===== config.mk =====
export PLATFORM = sky130hd
export DESIGN_NAME = seg_scan_mux
export DESIGN_NICKNAME = d
export VERILOG_FILES = /design/src/rtl/seg_scan_mux.sv
export SDC_FILE = /design/constraint.sdc
export NUM_CORES = 1
export LEC_CHECK = 0
export BUFFER_PORTS_ARGS = -buffer_cell sky130_fd_sc_hd__buf_2
export CAP_MARGIN = 20
export CORE_MARGIN = 1
export CORE_UTILIZATION = 34
export CTS_CLUSTER_SIZE = 24
export DETAILED_ROUTE_END_ITERATION = 8
export MAX_ROUTING_LAYER = met4
export PLACE_DENSITY = 0.6
export SYNTH_ARGS = -nofsm -noshare
export SYNTH_HDL_FRONTEND = slang
export SYNTH_SLANG_ARGS = --single-unit

===== constraint.sdc =====
create_clock -name clk -period 3.25 [get_ports clk]
set_clock_uncertainty 0.2 [all_clocks]
set_input_delay 0.325 -clock clk [delete_from_list [all_inputs] [get_ports clk]]
set_output_delay 0.325 -clock clk [all_outputs]
set_load 0.01 [all_outputs]

===== src/rtl/seg_scan_mux.sv =====
// rtl/seg_scan_mux.sv - time-multiplexed N-digit 7-segment scanner with tear-free shadow display
module seg_scan_mux #(
  parameter int NUM_DIGITS     = 4,
  parameter int DIV_WIDTH      = 16,
  parameter int DIV_MAX        = 49999,
  parameter bit SEG_ACTIVE_LOW = 1'b1,
  parameter bit AN_ACTIVE_LOW  = 1'b1
) (
  input  logic                    clk,
  input  logic                    rst_n,
  input  logic                    load,
  input  logic [4*NUM_DIGITS-1:0] bcd_in,
  input  logic [NUM_DIGITS-1:0]   dp_in,
  input  logic                    blank_zero,
  input  logic                    hex_mode,
  output logic [6:0]              seg,
  output logic                    dp,
  output logic [NUM_DIGITS-1:0]   an,
  output logic                    frame_done
);

  localparam int IDX_W = (NUM_DIGITS > 1) ? $clog2(NUM_DIGITS) : 1;
  localparam logic [6:0] SEG_OFF = SEG_ACTIVE_LOW ? 7'h7f : 7'h00;
  localparam logic DP_OFF = SEG_ACTIVE_LOW;
  localparam logic [NUM_DIGITS-1:0] AN_OFF = AN_ACTIVE_LOW ? '1 : '0;

  logic [DIV_WIDTH-1:0]    cnt;
  logic [IDX_W-1:0]        idx;
  logic [4*NUM_DIGITS-1:0] pend_bcd, disp_bcd;
  logic [NUM_DIGITS-1:0]   pend_dp, disp_dp;
  logic                    pend_valid;
  logic                    tick, last, boundary;
  logic [3:0]              cur_digit;
  logic                    cur_dp, upper_zero;
  logic [NUM_DIGITS-1:0]   an_onehot;
  logic [6:0]              seg_lit;

  function automatic logic [6:0] decode(input logic [3:0] code, input logic hex);
    logic [6:0] s;
    case (code)
      4'd0:    s = 7'b1111110;
      4'd1:    s = 7'b0110000;
      4'd2:    s = 7'b1101101;
      4'd3:    s = 7'b1111001;
      4'd4:    s = 7'b0110011;
      4'd5:    s = 7'b1011011;
      4'd6:    s = 7'b1011111;
      4'd7:    s = 7'b1110000;
      4'd8:    s = 7'b1111111;
      4'd9:    s = 7'b1111011;
      4'd10:   s = 7'b1110111;
      4'd11:   s = 7'b0011111;
      4'd12:   s = 7'b1001110;
      4'd13:   s = 7'b0111101;
      4'd14:   s = 7'b1001111;
      default: s = 7'b1000111;
    endcase
    if (!hex && code > 4'd9) s = 7'b0000000;
    return s;
  endfunction

  assign tick     = (cnt == DIV_WIDTH'(DIV_MAX));
  assign last     = (idx == IDX_W'(NUM_DIGITS - 1));
  assign boundary = tick && last;

  // upper_zero: every digit from idx up to the most significant one is zero
  always_comb begin
    cur_digit  = 4'd0;
    cur_dp     = 1'b0;
    an_onehot  = '0;
    upper_zero = 1'b1;
    for (int i = 0; i < NUM_DIGITS; i++) begin
      if (idx == IDX_W'(i)) begin
        cur_digit    = disp_bcd[i*4 +: 4];
        cur_dp       = disp_dp[i];
        an_onehot[i] = 1'b1;
      end
      if (i >= int'(idx) && disp_bcd[i*4 +: 4] != 4'd0) upper_zero = 1'b0;
    end
    seg_lit = (blank_zero && upper_zero && idx != '0) ? 7'b0000000
                                                      : decode(cur_digit, hex_mode);
  end

  always_ff @(posedge clk or negedge rst_n) begin
    if (!rst_n) begin
      cnt        <= '0;
      idx        <= '0;
      pend_bcd   <= '0;
      pend_dp    <= '0;
      pend_valid <= 1'b0;
      disp_bcd   <= '0;
      disp_dp    <= '0;
      seg        <= SEG_OFF;
      dp         <= DP_OFF;
      an         <= AN_OFF;
      frame_done <= 1'b0;
    end else begin
      cnt        <= tick ? '0 : cnt + 1'b1;
      frame_done <= boundary;
      if (tick) idx <= last ? '0 : idx + 1'b1;
      if (load) begin
        pend_bcd <= bcd_in;
        pend_dp  <= dp_in;
      end
      // a load on the boundary cycle keeps pending_valid set for the next frame
      pend_valid <= load | (pend_valid & ~boundary);
      if (boundary && pend_valid) begin
        disp_bcd <= pend_bcd;
        disp_dp  <= pend_dp;
      end
      // blank everything for one cycle after each tick so anodes never ghost
      if (tick) begin
        seg <= SEG_OFF;
        dp  <= DP_OFF;
        an  <= AN_OFF;
      end else begin
        seg <= SEG_ACTIVE_LOW ? ~seg_lit : seg_lit;
        dp  <= SEG_ACTIVE_LOW ? ~cur_dp : cur_dp;
        an  <= AN_ACTIVE_LOW ? ~an_onehot : an_onehot;
      end
    end
  end

endmodule


Yosys cells after proc, flatten, opt, wreduce, memory -nomap -nowiden

Memory sizes are Yosys's and may differ from the RTL's.
Cells that the tools add are included.
W data, S select, Z words.

Flip-flop bits (word level): 72
ROM bits: 112
Input port bits: 25
Output and inout port bits: 13
Memories kept: 1

Memories:

| memory          | depth | bits a word | read ports | clocked after memory_dff | wr ports | line | text |
|---|---|---|---|---|---|---|---|
| (no name shown) | 16    | 7           | 1          | 0                        | 0        | 40   | `case (code)` |

$add $sub $neg: 2
Magnitude comparators: 4
Equal/unequal tests: 4
Multiplexer cells: 23
Bitwise gates (word level): 6
Reductions and logical operators: 15

Operator list:

| kind                    | number |
|---|---|
| $mux W7                 | 3 |
| $mux W4                 | 5 |
| $add A16 B1 Y16 const B | 1 |
| $eq A16 B16 Y1 const B  | 1 |
| $mux W16                | 1 |
| $reduce_bool A4 Y1      | 4 |
| $mux W1                 | 13 |
| $logic_and A1 B1 Y1     | 8 |
| $not A7 Y7              | 1 |
| $eq A2 B2 Y1 const B    | 2 |
| $ge A1 B2 Y1 const A    | 2 |
| $gt A4 B4 Y1 const B    | 1 |
| $not A4 Y4              | 1 |
| $add A2 B1 Y2 const B   | 1 |
| $eq A2 B1 Y1 const B    | 1 |
| $ge A2 B2 Y1 const A    | 1 |
| $logic_not A2 Y1        | 1 |
| $mux W2                 | 1 |
| $not A1 Y1              | 2 |
| $reduce_bool A2 Y1      | 1 |
| $and A1 B1 Y1           | 1 |
| $logic_not A1 Y1        | 1 |
| $or A1 B1 Y1            | 1 |

Logic depth before layout (Yosys ltp)

Gate-level depths: netlist of run 1.

Word-level depth: 11
Mapped depth: 11

Worst setup path after synthesis of run 1

No wires, ideal clock.

Path kind: register to register
Start point: register idx[1]
End point: register seg[4]
Library setup time: 106 ps
Arrival: 2293 ps
Required time: 2944 ps
Slack: 652 ps
Stages on the path, launching flop included: 11
Period minus slack after synthesis: 2598 ps
Path through: dfrtp_1 > inv_1 > ha_1 > clkbuf_1 > nor2b_1 > a22oi_1 > a21oi_1 > ha_1 > o21ai_0 > a211oi_2 > o221ai_1

Longest elaborated chain between the ends: 11
Elaborated cells on any way between the ends: 28
Those cells by class: 4 x order compare; 3 x eq/ne; 11 x mux; 1 x bitwise; 8 x reduce/logical; 1 x memory

RTL lines:

| what                                                    | line   | text |
|---|---|---|
| from (decl)                                             | 28     | `logic [IDX_W-1:0] idx;` |
| from (signal assigned)                                  | 100    | `if (tick) idx <= last ? '0 : idx + 1'b1;` |
| $logic_not A2 Y1 / $ge A1 B2 Y1 (equally long branches) | 73, 78 |  |
| $mux W4 / $logic_and A1 B1 Y1 (equally long branches)   | 73, 78 |  |
| $mux W4 / $mux W1 (equally long branches) (3 in a row)  | 73, 78 |  |
| $gt A4 B4 Y1 / $mux W1 (equally long branches)          | 58, 78 |  |
| $logic_and A1 B1 Y1 (on tied branches)                  | 58, 80 |  |
| $mux W7 / $logic_and A1 B1 Y1 (equally long branches)   | 58, 80 |  |
| $mux W7 (*)                                             | 80     | `seg_lit = (blank_zero && upper_zero && idx != '0) ? 7'b0000000` |
| $not A7 Y7 (*)                                          | 117    | `seg <= SEG_ACTIVE_LOW ? ~seg_lit : seg_lit;` |
| $mux W7 (*)                                             | 112    | `if (tick) begin` |
| to (signal assigned)                                    | 117    |  |
| to (decl)                                               | 16     | `output logic [6:0] seg,` |

Every way passes the cells marked *; elsewhere a longest branch is shown, timed or not.
A chain may end at the register's enable or synchronous reset.

Worst setup path after layout of run 1

Start point: register idx[1]
End point: register seg[2]

The elaborated chain is that of the path after synthesis.

==> impl_metrics.json, run 1 <==
{
  "run_status": "completed",
  "clock_latency_ns": 0.35,
  "cts.htree.levels": 3,
  "syn-instance-count": 267,
  "drt-pass1-iter-count": 4,
  "finalWirelength_um": 6110,
  "async_flop_share": 1.00,
  "cp_data_arrival_time_ns": 2.92,
  "synth.cell_area_um2": 3280,
  "timing_worst_setup_path_type": "register to register",
  "p_leak_nw": 1.86,
  "boundaryPins": 38,
  "synth-main-ff-cell": "dfrtp_1",
  "synth_enable_flop_cells": 0,
  "drtIter0Drc": 103,
  "power.density_cell_area_nw_per_um2": 413,
  "finish.instance_area_um2": 4000,
  "core_area_um2": 9280,
  "wirelength_per_cell_um": 13.2,
  "place.port_buffers": 37,
  "drt.antenna.violating_nets": 0,
  "global_route_wire_length_before_repair_um": 10600,
  "cp_endpoint_kind": "register",
  "fmax_ghz": 0.350,
  "layout-drive-gt1-share": 0.293,
  "remaining_drc_errors": 0,
  "grt_usage": 0.140,
  "synthTopCellsByArea": "dfrtp_1, dfstp_2, mux2_1",
  "yosysMostFrequentCell": "dfrtp_1",
  "ys_warn_count": 0,
  "synth_sequential_area_ratio": 0.554,
  "synth_area_per_cell_um2": 12.3,
  "area.growth.synth_to_final_pct": 21.8,
  "post-synth-top-area-cell": "dfrtp_1",
  "synth.net_count": 304,
  "synth_top_cells_by_count": "dfrtp_1, mux2_1, mux2_2",
  "cts_inserted_buffers": 9,
  "die_area_um2": 10000,
  "dieWidth_um": 100,
  "vias": 2203,
  "crit_chain": "inv_1 -> ha_1 -> nor2b_1 -> a22oi_1 -> a21oi_2 -> inv_1 -> ha_1 -> o21ai_0 -> a211oi_2 -> buf_4 -> o21ai_0",
  "gp_routability_congestion": 0.827,
  "worst_slew_pin_slew_ns": 0.656,
  "grt_max_degree": 73,
  "critical_path.max_fanout": 11,
  "initial_antenna_violation_count": 0,
  "timing.max_cap.violations": 0,
  "placed_area_um2": 3620,
  "crit_path_start_kind": "register",
  "ys_seq_elements": 72,
  "setup_viol": 0,
  "cp_slowest_stage_delay_ns": 0.42,
  "cts_root_buffer": "clkbuf_8",
  "power.ir.vdd_worst_mv": 0.255,
  "grt_overflow": 0,
  "maxSlewViolCount": 0,
  "clk_pin_slew_worst_paths_ns": 0.08,
  "starting_density": 0.354,
  "timing.reg2reg.worst_path_depth": 11,
  "hold_path_class": "input pin to register",
  "diodes": 0,
  "finalCritPeriodShare": 0.880,
  "clock_tree.buffer_depth": 2,
  "tritoncts": "yes",
  "synth_largest_type_area_fraction": 0.457,
  "final_period_minus_worst_setup_slack_ns": 2.86,
  "finalNetCount": 367,
  "distinct_cells_synth": 45,
  "floorplan.rows": 35,
  "worst-endpoint-required_ns": 3.31,
  "rsz0062_at_grt": "false",
  "tritoncts_num_sinks": 72,
  "final_hold_viol_count": 0,
  "floorplan.die.height_um": 100,
  "cpMaxStageDelayCell": "dfrtp_1",
  "hpwl_um": 4160,
  "route.detailed.vias_per_inst": 4.75,
  "grt_pass1_vias": 2214,
  "holdPathStages": 2,
  "max_slew_margin": 0.563,
  "setup-tns-final_ns": 0
}
## sequential cells by signal, summed over array words and instances (netlist names)
name,cells
idx,2
an,4
pend_dp,4
seg,7
pend_bcd,16
dp,1
disp_dp,4
pend_valid,1
cnt,16
frame_done,1
disp_bcd,16
## kinds of logic (layout without fill, tap and decap cells)
kind of cell / count (synthesis) / in the layout / share of synthesized area
simple gates: 76 / 76 / 0.122
flops: 72 / 72 / 0.554
mux: 42 / 42 / 0.143
compound gates: 32 / 32 / 0.0701
buf+inv: 19 / 87 / 0.0274
xor+xnor: 14 / 14 / 0.0374
fa+ha+maj: 12 / 12 / 0.0457
## power breakdown
part	internal (mW)	switching, mW
Clock	0.283	0.351
Combinational	0.0499	0.0326
Sequential	0.921	0.0130
Total	1.25	0.396
## cell usage in the layout, fill, tap and decap left out, drive strengths merged, types with 2 or more instances in the layout
master	synthesis	layout
a22oi	2	2
a221oi	2	2
o22ai	3	3
o221ai	2	2
and3	5	5
a21oi	5	5
nand2b	6	6
nor4	4	4
a211oi	3	3
dfrtp	60	60
inv	10	13
xor2	7	7
clkbuf	3	9
o211ai	2	2
mux2	40	40
mux2i	2	2
nand4	3	3
dfstp	12	12
o21ai	7	7
dlygate4sd3	0	19
nor3	4	4
clkinv	0	3
nor2b	4	4
nor2	18	18
nand2	16	16
buf	6	42
xnor2	7	7
ha	12	12
nand3	10	10
## metal layers
layer | GRT usage | up-vias | share of wire
met5 | - | - | 0
met4 | 0.0591 | 0 | 0.018
li1 | - | 1072 | -
met3 | 0.0453 | 14 | 0.042
met1 | 0.182 | 1078 | 0.49
met2 | 0.202 | 39 | 0.45
## through the flow
stage               instances  power, mW  hold WS, ns  setup WS (ns)   util
floorplan                 267      0.976       -0.171          0.652      -
global placement          428       1.02        0.180          0.516  0.390
detailed placement        428       1.02        0.177          0.349  0.390
CTS                       463       1.68      0.00168          0.333  0.429
global route              464       1.72      0.00896          0.155  0.431
finish                    464       1.65       0.0143          0.391  0.431
## worst max-delay path, delay by kind of cell (launching register included)
family                     cells  cell delay [ns]
DFF                            1             0.42
buffers and inverters          3             0.39
AOI/OAI and AO/OA              5             0.90
adders and majority gates      2             0.58
and+or+nand+nor                1             0.26
## layout make-up
class / instances / area (um2)
Fill cell: 910 / 5290
Sequential cell: 72 / 1820
Multi-Input combinational cell: 176 / 1380
Timing Repair Buffer: 61 / 425
Tap cell: 129 / 161
Clock buffer: 9 / 124
Clock inverter: 7 / 52.6
Inverter: 10 / 37.5
## final timing paths
check                      slack (ns)                 endpoint                 start
min in group asynchronous        0.30         cnt[9]$_DFF_PN0_                 rst_n
max in group asynchronous        2.17         seg[0]$_DFF_PN1_                 rst_n
setup reg to reg                 0.39         seg[2]$_DFF_PN1_    idx[1]$_DFFE_PN0N_
hold / removal                   0.01  pend_bcd[3]$_DFFE_PN0P_             bcd_in[3]
hold reg to reg                  0.28     pend_valid$_DFF_PN0_  pend_valid$_DFF_PN0_
setup / recovery                 0.39         seg[2]$_DFF_PN1_    idx[1]$_DFFE_PN0N_
## what timing repair did
| item | CTS | global route |
|---|---|---|
| hold endpoints to repair | 78 | 0 |
| hold buffers | 19 | 0 |
| setup buffers | 0 | 1 |
| endpoints found under the setup margin | 0 | 2 |
| gates resized for setup | 0 | 2 |
(Power assumes the default switching activity.)
==> inputs of run 2 (changes only) <==
Settings changed: CORE_MARGIN 1 to 5, CTS_BUF_LIST from default to sky130_fd_sc_hd__clkbuf_4, PLACE_DENSITY 0.6 to default.
==> run 2 against run 1 <==
Via count is 0.41% higher. Worst setup slack worse by 0.13 ns. Count of clock-buffer cells in the layout stayed put. Highest routed layer unchanged.
==> impl_metrics.json, run 2 (synthesized netlist as in run 1, its figures left out) <==
{
  "drtIter0Drc": 141,
  "grt_usage": 0.124,
  "floorplan.rows": 35,
  "cts.htree.levels": 3,
  "worst_slew_pin_slew_ns": 0.654,
  "tritoncts_num_sinks": 72,
  "n_fill_cell": 899,
  "layout-drive-gt1-share": 0.280,
  "power.ir.vdd_worst_mv": 0.286,
  "cpMaxStageDelayCell": "dfrtp_1",
  "hold_path_class": "input pin to asynchronous set/reset pin",
  "p_switching_mw": 0.370,
  "area.growth.synth_to_final_pct": 20.5,
  "grt_overflow": 0,
  "tritoncts": "yes",
  "dieWidth_um": 108,
  "drt.antenna.violating_nets": 0,
  "combinationalPowerShare": 0.053,
  "route.detailed.vias_per_inst": 4.76,
  "most-common-layout-cells": "dfrtp_1, buf_2, dlygate4sd3_1",
  "crit_chain": "inv_1 -> ha_1 -> nor2b_1 -> a22oi_1 -> a21oi_1 -> ha_1 -> o21ai_0 -> a211oi_2 -> o221ai_1",
  "cts_inserted_buffers": 9,
  "timing.max_cap.violations": 0,
  "timing_worst_setup_path_type": "register to register",
  "rsz0062_at_grt": "false",
  "diodes": 0,
  "placedCellCount": 428,
  "grt_pass1_vias": 2322,
  "sequentialPowerShare": 0.593,
  "clock_latency_ns": 0.43,
  "finalWirelength_um": 6390,
  "vias": 2212,
  "gp_routability_congestion": 0.866,
  "finalNetCount": 368,
  "cp_slowest_stage_delay_ns": 0.42,
  "setup-tns-final_ns": 0,
  "maxSlewViolCount": 0,
  "core_area_um2": 9330,
  "boundaryPins": 38,
  "die_area_um2": 11700,
  "clk_pin_slew_worst_paths_ns": 0.13,
  "post_cts_resize_count": 0,
  "global_route_wire_length_before_repair_um": 11100,
  "fmax_ghz": 0.334,
  "run_status": "completed",
  "max_slew_margin": 0.564,
  "initial_antenna_violation_count": 0,
  "final_total_pwr_mw": 1.58,
  "post_route_insts_no_fill": 465,
  "power.clock.fraction": 0.354,
  "cp_data_arrival_time_ns": 3.11,
  "layout_commonest_cell": "dfrtp_1",
  "worst-endpoint-required_ns": 3.36,
  "wirelength_per_cell_um": 13.7,
  "crit_path_start_kind": "register",
  "cp_endpoint_kind": "register",
  "final_hold_viol_count": 0,
  "largest_registers": "cnt (16), disp_bcd (16), pend_bcd (16)",
  "remaining_drc_errors": 0,
  "hpwl_um": 4560,
  "grt_max_degree": 43,
  "starting_density": 0.352,
  "finalCritPeriodShare": 0.921,
  "cts_root_buffer": "clkbuf_4",
  "p_leak_nw": 1.84,
  "clock_tree.buffer_depth": 2,
  "setup_viol": 0,
  "critical_path.max_fanout": 11,
  "drt-pass1-iter-count": 4,
  "final_period_minus_worst_setup_slack_ns": 2.99,
  "internal_power_mw": 1.21,
  "power.density_cell_area_nw_per_um2": 399,
  "floorplan.die.height_um": 108,
  "place.port_buffers": 37,
  "sw_frac_of_total": 0.235,
  "crit_top_cell": "ha_1"
}
==> run 2: cell count changes in the layout (fill, tap and decap cells not counted) <==
cell	change
a21oi_2	-1
bufinv_16	+1
clkbuf_8	-9
buf_12	-1
clkinvlp_4	+1
clkinv_2	-1
clkinv_1	+1
inv_6	-2
clkbuf_4	+9
ha_1	+1
dlygate4sd3_1	+2
a21oi_1	+1
ha_2	-1
==> run 2: final cells by class <==
type	instances	area (um2)	area share
Clock buffer	9	67.6	0.0171
Clock inverter	7	71.3	0.0180
Inverter	10	37.5	0.00949
Multi-Input combinational cell	176	1380	0.348
Sequential cell	72	1820	0.459
Tap cell	129	161	0.0408
Timing Repair Buffer	62	425	0.108
==> run 2: power groups by stage <==
stage	Combinational [mW]	Sequential, mW	Clock [mW]
after floorplan	0.0306	0.946	0
after global placement	0.0658	0.950	0
after detailed placement	0.0676	0.952	0
after CTS	0.0870	0.935	0.580
after global routing	0.0961	0.938	0.620
final	0.0839	0.934	0.558
==> run 2: worst max-delay path: cells and delay by family, from the launching register on <==
family | cells | cell delay [ns]
AO/OA/AOI/OAI | 5 | 1.28
adder cells (fa/ha/maj) | 2 | 0.64
flip-flops | 1 | 0.42
AND/OR/NAND/NOR | 1 | 0.25
buffers and inverters | 1 | 0.09
==> run 2: repair_timing <==
action / CTS / global route
endpoints found under the setup margin: 0 / 0
endpoints found under the hold margin: 80 / 0
setup buffers: 0 / 0
hold buffers: 21 / 0
==> run 2: through the flow <==
step | setup slack (ns) | area, um2 | hold slack (ns) | util
floorplan | 0.652 | 3280 | -0.171 | -
global placement | 0.386 | 3610 | -0.0304 | 0.387
detailed placement | 0.301 | 3610 | -0.0301 | 0.387
CTS | 0.264 | 3960 | 0.0341 | 0.424
global route | 0.0286 | 3960 | 0.0456 | 0.424
finish | 0.256 | 3960 | 0.0381 | 0.424
==> run 2: per-layer routing <==
| layer | share of wire | track usage |
|---|---|---|
| met1 | 0.47 | 0.155 |
| met2 | 0.46 | 0.189 |
| met3 | 0.049 | 0.0412 |
| met4 | 0.018 | 0.0433 |
| met5 | 0 | - |
==> run 2: worst paths after layout <==
| kind | from | to | slack, ns | cells past startpoint |
|---|---|---|---|---|
| setup / recovery | idx[1]$_DFFE_PN0N_ | seg[5]$_DFF_PN1_ | 0.26 | 9 |
| hold / removal | rst_n | cnt[8]$_DFF_PN0_ | 0.04 | 2 |
| setup reg to reg | idx[1]$_DFFE_PN0N_ | seg[5]$_DFF_PN1_ | 0.26 | 9 |
| hold reg to reg | pend_valid$_DFF_PN0_ | pend_valid$_DFF_PN0_ | 0.29 | 1 |
| max in group asynchronous | rst_n | dp$_DFF_PN1_ | 2.05 | 3 |
| min in group clk | load | pend_valid$_DFF_PN0_ | 0.22 | 2 |
